## src/rtl/alu_pkg.sv

```systemverilog
// Shared types for the ALU and its command front-end: opcode encoding and controller FSM states.
`timescale 1ns/1ps
package alu_pkg;

    typedef logic [2:0] alu_opcode_t;

    localparam alu_opcode_t ALU_ADD  = 3'd0;
    localparam alu_opcode_t ALU_SUB  = 3'd1;
    localparam alu_opcode_t ALU_AND  = 3'd2;
    localparam alu_opcode_t ALU_OR   = 3'd3;
    localparam alu_opcode_t ALU_XOR  = 3'd4;
    localparam alu_opcode_t ALU_SHL  = 3'd5;
    localparam alu_opcode_t ALU_SHR  = 3'd6;
    localparam alu_opcode_t ALU_PASB = 3'd7;

    typedef enum logic [1:0] {
        IDLE = 2'd0,
        EXEC = 2'd1,
        RESP = 2'd2
    } alu_ctrl_state_t;

endpackage

```

## src/rtl/alu_cmd_ctrl.sv

```systemverilog
// Command front-end for the alu: valid/ready command in, registered operands out, result + accumulator back.
// Latency: accept -> rsp_valid 2 cycles, one op per 3 cycles. Backpressure: rsp_ready low holds RESP, cmd_ready stays 0.
// ALU_CMD_CTRL_OPCNT_EN adds a 16-bit wrapping op_count of response handshakes.
`timescale 1ns/1ps
module alu_cmd_ctrl
    import alu_pkg::*;
#(
    parameter int N = 8
) (
    input  logic              clk,
    input  logic              rst_n,
    input  logic              cmd_valid,
    output logic              cmd_ready,
    input  logic [2:0]        cmd_opcode,
    input  logic [N-1:0]      cmd_a,
    input  logic [N-1:0]      cmd_b,
    input  logic              cmd_use_acc,
    input  logic              acc_clr,
    output logic [N-1:0]      alu_a,
    output logic [N-1:0]      alu_b,
    output logic [2:0]        alu_opcode,
    input  logic [N-1:0]      alu_y,
    output logic              rsp_valid,
    input  logic              rsp_ready,
    output logic [N-1:0]      rsp_data,
    output logic [N-1:0]      acc
`ifdef ALU_CMD_CTRL_OPCNT_EN
    ,
    output logic [15:0]       op_count
`endif
);

    alu_ctrl_state_t state;

    always_ff @(posedge clk or negedge rst_n) begin
        if (!rst_n) begin
            state      <= IDLE;
            cmd_ready  <= 1'b1;
            rsp_valid  <= 1'b0;
            rsp_data   <= '0;
            acc        <= '0;
            alu_a      <= '0;
            alu_b      <= '0;
            alu_opcode <= '0;
`ifdef ALU_CMD_CTRL_OPCNT_EN
            op_count   <= '0;
`endif
        end else begin
            case (state)
                IDLE: begin
                    if (cmd_valid) begin
                        alu_opcode <= cmd_opcode;
                        alu_b      <= cmd_b;
                        // acc here is the pre-clear register value of this cycle
                        alu_a      <= cmd_use_acc ? acc : cmd_a;
                        cmd_ready  <= 1'b0;
                        state      <= EXEC;
                    end
                end
                EXEC: begin
                    rsp_data  <= alu_y;
                    acc       <= alu_y;
                    rsp_valid <= 1'b1;
                    state     <= RESP;
                end
                RESP: begin
                    if (rsp_ready) begin
                        rsp_valid <= 1'b0;
                        cmd_ready <= 1'b1;
                        state     <= IDLE;
`ifdef ALU_CMD_CTRL_OPCNT_EN
                        op_count  <= op_count + 16'd1;
`endif
                    end
                end
                default: begin
                    rsp_valid <= 1'b0;
                    cmd_ready <= 1'b1;
                    state     <= IDLE;
                end
            endcase

            // Placed last so a clear beats the EXEC capture into acc.
            if (acc_clr) begin
                acc <= '0;
            end
        end
    end

endmodule

```

## config.mk

```make
export PLATFORM = sky130hd
export DESIGN_NAME = alu_cmd_ctrl
export DESIGN_NICKNAME = d
export VERILOG_FILES = /design/src/rtl/alu_pkg.sv /design/src/rtl/alu_cmd_ctrl.sv
export SDC_FILE = /design/constraint.sdc
export NUM_CORES = 1
export LEC_CHECK = 0
export ABC_AREA = 1
export CORE_MARGIN = 4
export CORE_UTILIZATION = 50
export DETAILED_ROUTE_END_ITERATION = 8
export DONT_BUFFER_PORTS = 1
export GPL_ROUTABILITY_DRIVEN = 0
export PLACE_DENSITY = 0.74
export SKIP_LAST_GASP = 1
export SYNTH_ARGS = -nofsm -noshare
export SYNTH_HDL_FRONTEND = slang
export SYNTH_SLANG_ARGS = --single-unit
```

## constraint.sdc

```tcl
create_clock -name clk -period 1.2 [get_ports clk]
set_clock_uncertainty 0.2 [all_clocks]
set_input_delay 0.24 -clock clk [delete_from_list [all_inputs] [get_ports clk]]
set_output_delay 0.24 -clock clk [all_outputs]
set_load 0.02 [all_outputs]
```

==> metrics.md <==
| Metric | Value |
|---|---|
| Diode count | `0` |
| Post-route antenna net violation count | `0` |
| Synth async-reset ratio | `100%` |
| Post-synth cell types | `16` |
| Final setup fails | `75` |
| DP HPWL | `2460 um` |
| Tcrit/Tclk final | `117%` |
| Final hold viol count | `39` |
| Register area | `around 0.0010 sq mm` |
| CP max FO | `2` |
| Final Max Tran Viols | `0` |
| Bufs on Longest Clock Path | `2` |
| DR DRC count | `0` |
| Most frequent cells after synthesis | `103 x nand2_1, 38 x dfrtp_1, 12 x inv_1, 8 x a21oi_1, 8 x o21ai_0` |
| Die Height | `64.1 um` |
| Nature of the critical path startpoint | `register` |
| Vias per Instance | `between 5 and 6` |
| Cell accounting for the most synthesized area | `dfrtp_1` |
| Largest net degree at the start of global routing | `40` |
| Placement-stage cell area | `between 0.0015 and 0.002 sq mm` |
| Overall die area | `about 0.004 sq mm` |
| Final WL | `~5000 um` |
| Vias | `between 1k and 1.5k` |
| Fin worst setup slack | `-204 ps` |
| M3 GR Usage | `about a tenth` |
| PD cells | `~2400 mW/mm^2` |
| Gr ovfl total | `0` |
| Hold slack | `-629 ps` |
| Root buf cell | `clkbuf_4` |
| Vias in the first global route | `~1.5k` |
| Worst-Skew Late Latency | `350 ps` |
| Post-synthesis cell area | `0.00157 sq mm` |
| Cts hold-fix bufs | `31` |
| Post-Syn Area per Cell | `8.60 sq um` |
| Seq cells post-synth | `39` |
| Synth top area share | `60.4%` |
| Crit path DAT | `960 ps` |
| Max Cap Viol | `0` |
| Core Footprint | `0.00303 sq mm` |
| GRT Util Overall | `23.1%` |
| M1 GR Usage | `25.6%` |
| # rows | `20` |
| P_leak | `~1.2 nW` |
| Met2 usage | `40.1%` |
| Outcome | `complete, but fails checks` |
| Fmax | `712 MHz` |
| Cts bufs inserted | `5` |
| Reg clk slew, reported paths | `roughly 120 ps` |
| P&R area growth vs syn | `60.0%` |
| Layer carrying the most global-route usage | `met2` |
| Clock period minus worst slack | `~1400 ps` |
| Worst Hold Class | `primary input to asynchronous set/reset pin` |
| Max rail drop VDD | `1530 uV` |
| Sequential element share of the synthesized area | `~62%` |
| Top-level I/O count | `70` |
| Worst slew pin tran | `509 ps` |
| Failing checks | `hold timing, setup timing` |
| Global-route wire length before repair | `7330 um` |
| Crit. End Element | `output pin` |
| Crit path required time | `760 ps` |
| Average wire per standard cell | `17.7 um` |
| Final Cell Area | `0.00252 sq mm` |
| Nets | `273` |
| Top post-synthesis cells by area | `dfrtp_1 60%, nand2_1 25%, inv_1 2.9%` |
| Syn Nets | `~220` |
| WS Path Type | `register to output pin` |
| First-pass iteration count of the detailed router | `4` |
| Starting Density | `52.0%` |
| Synth Instances | `around 180` |
| # fillers | `157` |
| Slew HR | `65.9%` |
| Multi-input logic area | `~750 sq um` |
| Top-count cell post-synth | `nand2_1` |
| Iteration-0 DRC Markers | `54` |
| CTS tree | `yes` |
| H-tree levels | `2` |
| TritonCTS Sinks | `39` |
| RSZ-0062 raised after global routing | `yes` |
| Die width | `64.1 um` |
| Share of cells above drive strength 1 | `between 50% and 60%` |
| Most common flop cell mapped by yosys | `dfrtp_1` |
| Port-buffer cells | `0` |
| Antenna violations before repair | `0` |
| Synth Warn # | `0` |
| Post-synth EDFFs | `0` |
flip-flops by register name, summed over array words and instances (netlist names):
name        count
alu_a           8
cmd_ready       1
rsp_data        8
acc             8
state           2
alu_b           8
rsp_valid       1
alu_opcode      3
final timing paths:
path                            from         to  slack [ps]  cells after the start
min reg2reg                cmd_ready  cmd_ready         340                      2
max in group asynchronous      rst_n  cmd_ready        1250                      0
min in group clk           cmd_ready  cmd_ready         340                      2
max                        cmd_ready  cmd_ready        -200                      0
max reg2reg                 state[0]     acc[1]        -150                      5
min                            rst_n   state[1]        -630                      0
routing by layer:
layer | routed length [um] | part of all wire, %
met1 | 1810 | 36
met2 | 2700 | 54
met3 | 391 | 7.8
met4 | 135 | 2.7
met5 | 0 | 0
final cells by class:
type                       count  share of cell area (%)
sequential                    39                    40.2
multi-input combinational    124                    29.7
timing repair buffer          57                    23.2
inverter                      13                    2.73
tap                           44                    2.19
clock buffer                   7                    1.79
clock inverter                 1                   0.199
logic make-up after synthesis:
family,after synthesis,synth area share [%]
AOI/OAI and AO/OA,17,5.41
buffers and inverters,20,6.36
DFF,39,62.1
and+or+nand+nor,107,26.2
per-stage QoR:
| step | TNS, ps | utilization (%) | power, W | setup slack, ps | instances |
|---|---|---|---|---|---|
| 2_1_floorplan | 0 | - | 0.00369 | 3.21 | 183 |
| 4_1_cts | -4420 | 75.9 | 0.00537 | -212 | 284 |
| 3_5_place_dp | -1330 | 55.4 | 0.00406 | -97.4 | 233 |
| 3_3_place_gp | -194 | 55.4 | 0.00398 | -16.1 | 233 |
| 6_report | -5990 | 83.2 | 0.00603 | -204 | 285 |
| 5_1_grt | -9490 | 83.2 | 0.00636 | -247 | 285 |
power by group:
| group | internal, W | leakage [nW] | total, W | switching, W |
|---|---|---|---|---|
| combinational | 0.00103 | 0.728 | 0.00225 | 0.00122 |
| sequential | 0.00197 | 0.461 | 0.00314 | 0.00117 |
| clock | 0.000229 | 0.0293 | 0.000639 | 0.000410 |
cells in the final DEF, fill, tap and decap left out, drive strengths merged:
cell	synthesis	final
nand2	104	104
dfrtp	38	38
dlygate4sd3	0	30
buf	7	26
inv	13	12
o21ai	9	9
a21oi	8	8
clkbuf	0	7
clkinv	0	2
nor2	1	1
nand3b	1	1
nand3	1	1
dfstp	1	1
dlymetal6s4s	0	1
what timing repair did:
action,4_1_cts,5_1_grt
pin swaps,23,19
buffers inserted,10,1
gates resized for setup,72,63
endpoints found under the setup margin,69,74
cloned,2,0
hold endpoints to repair,78,39
(Power assumes the default switching activity.)
